`config.mk`:
```
export PLATFORM = sky130hd
export DESIGN_NAME = store_buffer
export DESIGN_NICKNAME = d
export VERILOG_FILES = /design/src/rtl/store_buffer.sv
export SDC_FILE = /design/constraint.sdc
export NUM_CORES = 1
export LEC_CHECK = 0
export BUFFER_PORTS_ARGS = -buffer_cell sky130_fd_sc_hd__buf_2
export CAP_MARGIN = 0
export CORE_MARGIN = 5
export CORE_UTILIZATION = 45
export DETAILED_ROUTE_END_ITERATION = 10
export GPL_TIMING_DRIVEN = 0
export PLACE_DENSITY = 0.74
export SYNTH_ARGS = -nofsm -noshare
export SYNTH_HDL_FRONTEND = slang
export SYNTH_SLANG_ARGS = --single-unit
export TNS_END_PERCENT = 100
```
`constraint.sdc`:
```
create_clock -name clk -period 4.2 [get_ports clk]
set_clock_uncertainty 0.2 [all_clocks]
set_input_delay 0.42 -clock clk [delete_from_list [all_inputs] [get_ports clk]]
set_output_delay 0.42 -clock clk [all_outputs]
set_load 0.1 [all_outputs]
```
`src/rtl/store_buffer.sv`:
```
`default_nettype none
// ============================================================================
// Module   : store_buffer
// Purpose  : Posted-write buffer between the CPU memory stage and a
//            single-port data memory. Stores are queued in a circular FIFO
//            and retired to memory in cycles the CPU leaves the port free.
//            Loads search the buffer youngest-first.
// Ports    : clk, reset (sync, active-high)
//            cpu_addr/cpu_wdata/cpu_memW/cpu_memR  - CPU request
//            cpu_rdata (comb), stall (comb)         - CPU response
//            mem_address/mem_data/mem_memW/mem_memR - to memory
//            mem_readData                           - from memory
//            count (registered occupancy), empty
// Config   : STORE_BUF_FWD_EN - when defined, a load that matches a buffered
//            entry is answered from the youngest match. When undefined, such
//            a load stalls and drains the buffer until nothing matches.
// Revision : 1.0 - initial release
// ============================================================================
module store_buffer #(
  parameter int DEPTH = 4,
  parameter int CW    = $clog2(DEPTH) + 1
) (
  input  logic          clk,
  input  logic          reset,
  input  logic [31:0]   cpu_addr,
  input  logic [31:0]   cpu_wdata,
  input  logic          cpu_memW,
  input  logic          cpu_memR,
  output logic [31:0]   cpu_rdata,
  output logic          stall,
  output logic [31:0]   mem_address,
  output logic [31:0]   mem_data,
  output logic          mem_memW,
  output logic          mem_memR,
  input  logic [31:0]   mem_readData,
  output logic [CW-1:0] count,
  output logic          empty
);

  localparam int PW = $clog2(DEPTH);

  logic [31:0]   addr_q [DEPTH];
  logic [31:0]   data_q [DEPTH];
  logic [PW-1:0] head;
  logic [PW-1:0] tail;
  logic [CW-1:0] count_q;

  logic          is_store;
  logic          is_load;
  logic          is_idle;
  logic          full;
  logic          match;
  logic [31:0]   match_data;
  logic [PW-1:0] idx;
  logic          fwd_hit;
  logic          load_block;
  logic          miss;
  logic          drain;
  logic          enq;

  // Both request lines high is treated the same as neither.
  assign is_store = cpu_memW && !cpu_memR;
  assign is_load  = cpu_memR && !cpu_memW;
  assign is_idle  = !is_store && !is_load;
  assign full     = (count_q == CW'(DEPTH));

  // Walk valid entries oldest to youngest so the last hit, i.e. the
  // youngest matching store, is the one that survives.
  always_comb begin
    match      = 1'b0;
    match_data = '0;
    idx        = '0;
    for (int i = 0; i < DEPTH; i++) begin
      idx = head + PW'(i);
      if ((CW'(i) < count_q) && (addr_q[idx] == cpu_addr)) begin
        match      = 1'b1;
        match_data = data_q[idx];
      end
    end
  end

`ifdef STORE_BUF_FWD_EN
  assign fwd_hit    = is_load && match;
  assign load_block = 1'b0;
`else
  assign fwd_hit    = 1'b0;
  assign load_block = is_load && match;
`endif

  // A miss owns the memory port for the cycle; everything that touches
  // the port is suppressed while reset is high.
  assign miss  = !reset && is_load && !match;
  assign stall = !reset && ((is_store && full) || load_block);
  assign drain = !reset && (count_q != '0) && !miss &&
                 (is_idle || full || fwd_hit || stall);
  assign enq   = !reset && is_store && !full;

  always_comb begin
    mem_memW    = 1'b0;
    mem_memR    = 1'b0;
    mem_address = '0;
    mem_data    = '0;
    if (drain) begin
      mem_memW    = 1'b1;
      mem_address = addr_q[head];
      mem_data    = data_q[head];
    end else if (miss) begin
      mem_memR    = 1'b1;
      mem_address = cpu_addr;
    end
  end

  assign cpu_rdata = fwd_hit ? match_data : (miss ? mem_readData : 32'h0);

  assign count = count_q;
  assign empty = (count_q == '0);

  // Entry storage carries no reset: validity is defined by head/count.
  always_ff @(posedge clk) begin
    if (enq) begin
      addr_q[tail] <= cpu_addr;
      data_q[tail] <= cpu_wdata;
    end
  end

  always_ff @(posedge clk) begin
    if (reset) begin
      head    <= '0;
      tail    <= '0;
      count_q <= '0;
    end else begin
      if (enq)   tail <= tail + 1'b1;
      if (drain) head <= head + 1'b1;
      count_q <= count_q + CW'(enq) - CW'(drain);
    end
  end

endmodule
`default_nettype wire

```
-- Yosys cells after proc, flatten, opt, wreduce, memory -nomap -nowiden
Memory sizes are Yosys's and may differ from the RTL's. A register that Yosys moved wholly into a read port is not among the register bits.
Index checks and enable logic that the tools add are counted.
- bits of input ports: 100
- ROM bits: 0
- bits in latches: 0
- output and inout bits: 103
- memories kept: 2
- flip-flop bits (word level): 7
- memory bits (writable): 256
- shift operators: 0
- add/subtract/negate cells: 6
- eq/ne operators: 5
- div/mod/pow operators: 0
- multiply operators: 0
- order comparisons: 4
- reduce and logical (&&, ||, !) cells: 30
- bitwise operators: 0
- muxes and demuxes: 17
- memories (name ; words ; width ; read ports ; clocked after Yosys merged registers in ; wr ports ; RTL line ; RTL):
    addr_q ; 4 ; 32 ; 4 ; 1 ; 1 ; 42 ; logic [31:0] addr_q [DEPTH];
    data_q ; 4 ; 32 ; 1 ; 1 ; 1 ; 43 ; logic [31:0] data_q [DEPTH];
- operator list (operator ; count):
    equality test 32 bit ; 4
    2-to-1 mux 32 bit ; 4
    logical AND 1 bit ; 17
    2-to-1 mux 1 bit ; 9
    zero test 1 bit ; 8
    2-to-1 mux 2 bit ; 4
    less-than comparator 1 x 3 -> 1 bit (first input constant) ; 2
    less-than comparator 2 x 3 -> 1 bit (first input constant) ; 2
    adder 2 x 1 -> 2 bit (second input constant) ; 2
    adder 2 bit (second input constant) ; 2
    adder 3 x 1 -> 3 bit ; 1
    equality test 3 bit (second input constant) ; 1
    zero test 3 bit ; 1
    logical OR 1 bit ; 3
    nonzero test 3 bit ; 1
    subtractor 3 x 1 -> 3 bit ; 1

-- Longest topological paths before layout
An unclocked memory read counts as a cell.
- depth in word-level cells: 14
- depth in mapped cells: 21
- depth with buffers taken out: 16

-- Least setup slack after synthesis
OpenSTA, ideal clock, no wires.
- kind: flip-flop to flip-flop
- from: register count_q[0], in the netlist count[0]
- to: register count_q[2], in the netlist count[2]
- setup slack: -1712 ps
- required time: 3873 ps
- clock period less this slack: 5912 ps
- setup time: 127 ps
- data arrival time: 5585 ps
- path buffers: 3
- cell stages (with the launch flop): 16
- cells stage by stage: dfxtp_1 -> nor3_1 -> or2_2 -> clkbuf_1 -> nor2_1 -> o41ai_2 -> buf_6 -> buf_2 -> inv_1 -> ha_1 -> inv_1 -> ha_1 -> inv_1 -> fa_1 -> xnor2_1 -> nor2_1
- word-level cells in the longest chain between the ends: 12
- elaborated cells between the ends (all ways): 30
- classes of those cells: 2 x add/sub; 4 x order compare; 1 x eq/ne; 4 x mux; 19 x reduce/logical
- RTL lines (item ; RTL line ; RTL):
    from (decl) ; 46 ; logic [CW-1:0] count_q;
    from (signal assigned) ; 134 ; count_q <= count_q + CW'(enq) - CW'(drain);
    less-than comparator 1 x 3 -> 1 bit ; 75 ; if ((CW'(i) < count_q) && (addr_q[idx] == cpu_addr)) begin
    logical AND 1 bit ; 75 ;
    2-to-1 mux 1 bit (4 in series) ; 75 ;
    zero test 1 bit or logical AND 1 bit (tied branches) ; 92, 87 ;
    logical AND 1 bit or logical OR 1 bit (tied branches) ; 92, 93 ;
    zero test 1 bit or logical AND 1 bit (tied branches) ; 94, 93 ;
    logical AND 1 bit or logical OR 1 bit (tied branches) ; 94, 95 ;
    logical AND 1 bit ; 94 ; assign drain = !reset && (count_q != '0) && !miss &&
    subtractor 3 x 1 -> 3 bit (*) ; 134 ;
Every way passes the cells marked *; elsewhere a longest branch is shown, timed or not.
A chain may end at the register's enable or synchronous reset.

==> key figures <==
Logic synthesis
  • Top-count cell post-synth: edfxtp_1
  • Post-Syn Instances: 1020
  • Seq/Total Area, Yosys: 51.41%
  • Top cells by area, synth: edfxtp_1 (50%), mux4_2 (17%), mux2i_1 (5.0%)
  • EDFF count, synth: 256
  • Yosys reg bits: 265
  • Area of the mapped netlist: 0.01530 sq mm
  • Synthesized Nets: 1131
  • Synthesized area per cell: 15.00 sq um
  • Synth warnings: 0
  • Yosys cell types: 62
  • Synth cell count leaders: edfxtp_1 (256), mux4_2 (116), mux2i_1 (76)
  • Post-synth top flop: edfxtp_1
  • Synth area leader: edfxtp_1
  • Async S/R FF share, synth: 0%
  • Area share of the largest cell type after synthesis: 50.23%

Clock tree
  • Clock tree buffer depth: 3
  • CTS tree: built
  • Worst skew pair latency: 590 ps
  • Root buffer cell: clkbuf_16
  • CTS buffer count: 29
  • CTS sink count: 265
  • Worst-path clk slew: 60 ps
  • H-tree level count: 1

Finish
  • Fillers: 2265
  • Final Non-Filler Cells: 1851
  • Final #Nets: 1492
  • Area of the multi-input gates: 0.007657 sq mm
  • Register Area: 0.007878 sq mm
  • Share of layout cells above drive strength 1: 46.33%
  • P&R area growth vs syn: 44.48%
  • Design area: 0.02211 sq mm
  • # diodes: 0

Timing
  • Slew HR: 34.41%
  • Tcrit/Tclk final: 113.8%
  • RSZ-0062 raised after global routing: true
  • Post-route worst setup slack: -578.3 ps
  • Final min period: 4778 ps
  • Hold WS: 284.5 ps
  • Max Slew Vio Count: 0
  • Final setup fails: 102
  • Final Hold Vio Count: 0
  • Worst-Margin Slew: 981.7 ps
  • Fmax achieved: 0.2093 GHz

Drt
  • DRC: 0
  • Starting DRC count in detailed routing: 1102
  • WL/cell: 30.05 um
  • Antenna-violating nets left: 0
  • First-pass DRT Iterations: 5
  • Via count: 11510
  • Vias per cell: 6.219
  • Met2 wire length: 27.25 mm
  • Drt total wl: 55.62 mm
  • WL met3: 5.531 mm
  • Top layer in use: met5
  • Wl on met1: 20.28 mm

Setup path
  • Worst R2R Setup Slack: -410 ps
  • Reg-to-reg endpoint: count[2]
  • Arrival time at the worst endpoint: 4160 ps
  • CP endpoint kind: primary output
  • Worst-path fanout max: 6
  • CP max stage delay: 590 ps
  • Worst R2R Start: head[0]
  • Critical Path RT: 3580 ps
  • Worst Setup EP: mem_address[23]
  • R2r worst-path depth: 22
  • CP startpoint kind: register
  • Crit path cell chain: buf_8 -> bufbuf_16 -> mux4_2 -> xnor2_2 -> nand4_1 -> or3_4 -> nor4_4 -> buf_4 -> o41ai_4 -> buf_6 -> clkbuf_16 -> a2bb2o_4 -> buf_12
  • Slowest cell on crit path: mux4_2
  • Critical path class: reg2out

GRT
  • Vias in the first global route: 11930
  • Largest net degree at the start of global routing: 49
  • GRT overflow: 0
  • GRT Total Usage: 28.26%
  • First-pass GRT wire length: 80.61 mm
  • Initial antenna violation count: 6

Floorplan
  • I/O pin count: 203
  • Die ar.: 0.03780 sq mm
  • Core Area: 0.03353 sq mm
  • Die extent in y: 194.4 um
  • Floorplan row count: 67
  • Die width: 194.4 um
  • Initial core utilization: 45.64%

Hold path
  • Hold Path Class: in2reg

Pwr
  • Switching Fraction: 38.54%
  • Sequential Power Share: 25.6%
  • Power share of the combinational group: 53.1%
  • Net Sw Power: 4.579 mW
  • Power share of the clock group: 21.3%
  • VDD IR max: 0.4146 mV
  • Cell leakage power: 7.701 nW
  • P_int: 7.302 mW
  • PwrDens: 537.3 mW/mm^2

Placed design
  • Dpl cells: 1673
  • Global placement routability congestion: 1.018
  • Port Buffers: 201
  • DPL Wire Length: 34.54 mm
  • Placed inst area: 0.01721 sq mm

Run status
  • Status: finished with violations
  • Failing checks: setup timing

Run
  • Max Cap Violations: 0
[kinds of logic after synthesis]
group                      after synthesis  share of synthesized area, %
xor gates and xnor gates               114                         6.524
adders and majority gates               11                        0.9483
and+or+nand+nor                        176                         6.483
muxes                                  205                         23.00
AOI/OAI and AO/OA                      116                         7.194
buffers and inverters                  133                         4.447
DFF                                    265                         51.41
[registers in the layout (all words and copies together), names as in the netlist, named ones only]
register	count
tail	2
head	2
data_q	128
count	3
addr_q	128
[placed cells by master, fill, tap and decap left out, types with 36 or more instances in the layout]
cell and count:
edfxtp_1 256, xnor2_1 53, mux4_2 116, and2_4 36, inv_1 39, buf_12 124
buf_2 104, xor2_1 54, mux2i_1 57, dlygate4sd3_1 64
[per-layer routing]
| layer | vias up | GRT usage (%) |
|---|---|---|
| met5 | - | 0 |
| met4 | 12 | 10.26 |
| met3 | 168 | 6.856 |
| met2 | 773 | 46.88 |
| met1 | 5821 | 36.43 |
| li1 | 4738 | - |
[critical path, delay by kind of cell, from the launching register on]
kind	cells	cell delay (ps)
compound gates	2	310
xor+xnor	1	300
buf+inv	6	1150
flops	1	330
mux	1	590
simple gates	3	870
[what timing repair did]
item | 4_1_cts | 5_1_grt
setup buffers | 39 | 13
resized for setup | 614 | 52
hold buffers | 64 | 0
endpoints found under the setup margin | 104 | 104
cloned | 10 | 4
pin swaps | 40 | 31
endpoints found under the hold margin | 256 | 0
[how the worst min path moves through the flow]
stage	cells past startpoint	end	startpoint	slack [ps]
after floorplan	2	tail[1]	tail[1]	310
after global placement	2	tail[1]	tail[1]	330
after detailed placement	2	tail[1]	tail[1]	380
after CTS	4	register	reset	170
after global routing	4	register	reset	270
final	4	register	reset	280
[area by class of cell]
type | count | share of cell area, %
Sequential cell | 265 | 35.62
Multi-Input combinational cell | 622 | 34.63
Timing Repair Buffer | 332 | 18.29
Buffer | 87 | 3.972
Clock buffer | 38 | 3.435
Tap cell | 448 | 2.535
Inverter | 44 | 0.7865
Clock inverter | 15 | 0.7299
[per-stage QoR]
step	utilization (%)	setup TNS (ps)	power (mW)	worst slack, ps
after global placement	50.96	-251420	7.854	-829.1
after global routing	65.94	-55510	12.21	-619.9
after floorplan	-	-3730	6.717	-398.4
after detailed placement	51.32	-50840	7.876	-762.8
after CTS	64.78	-42210	11.54	-555.7
final	65.94	-51820	11.88	-578.3
[power by group through the flow]
stage          registers [mW]  clock network, mW  logic [mW]
6_report                 3.05               2.53        6.31
5_1_grt                  3.05               2.67        6.49
4_1_cts                  3.04               2.53        5.97
3_5_place_dp             3.10                  0        4.78
3_3_place_gp             3.10                  0        4.76
2_1_floorplan            3.14                  0        3.58
No activity file was read; power rests on OpenSTA's default activity.
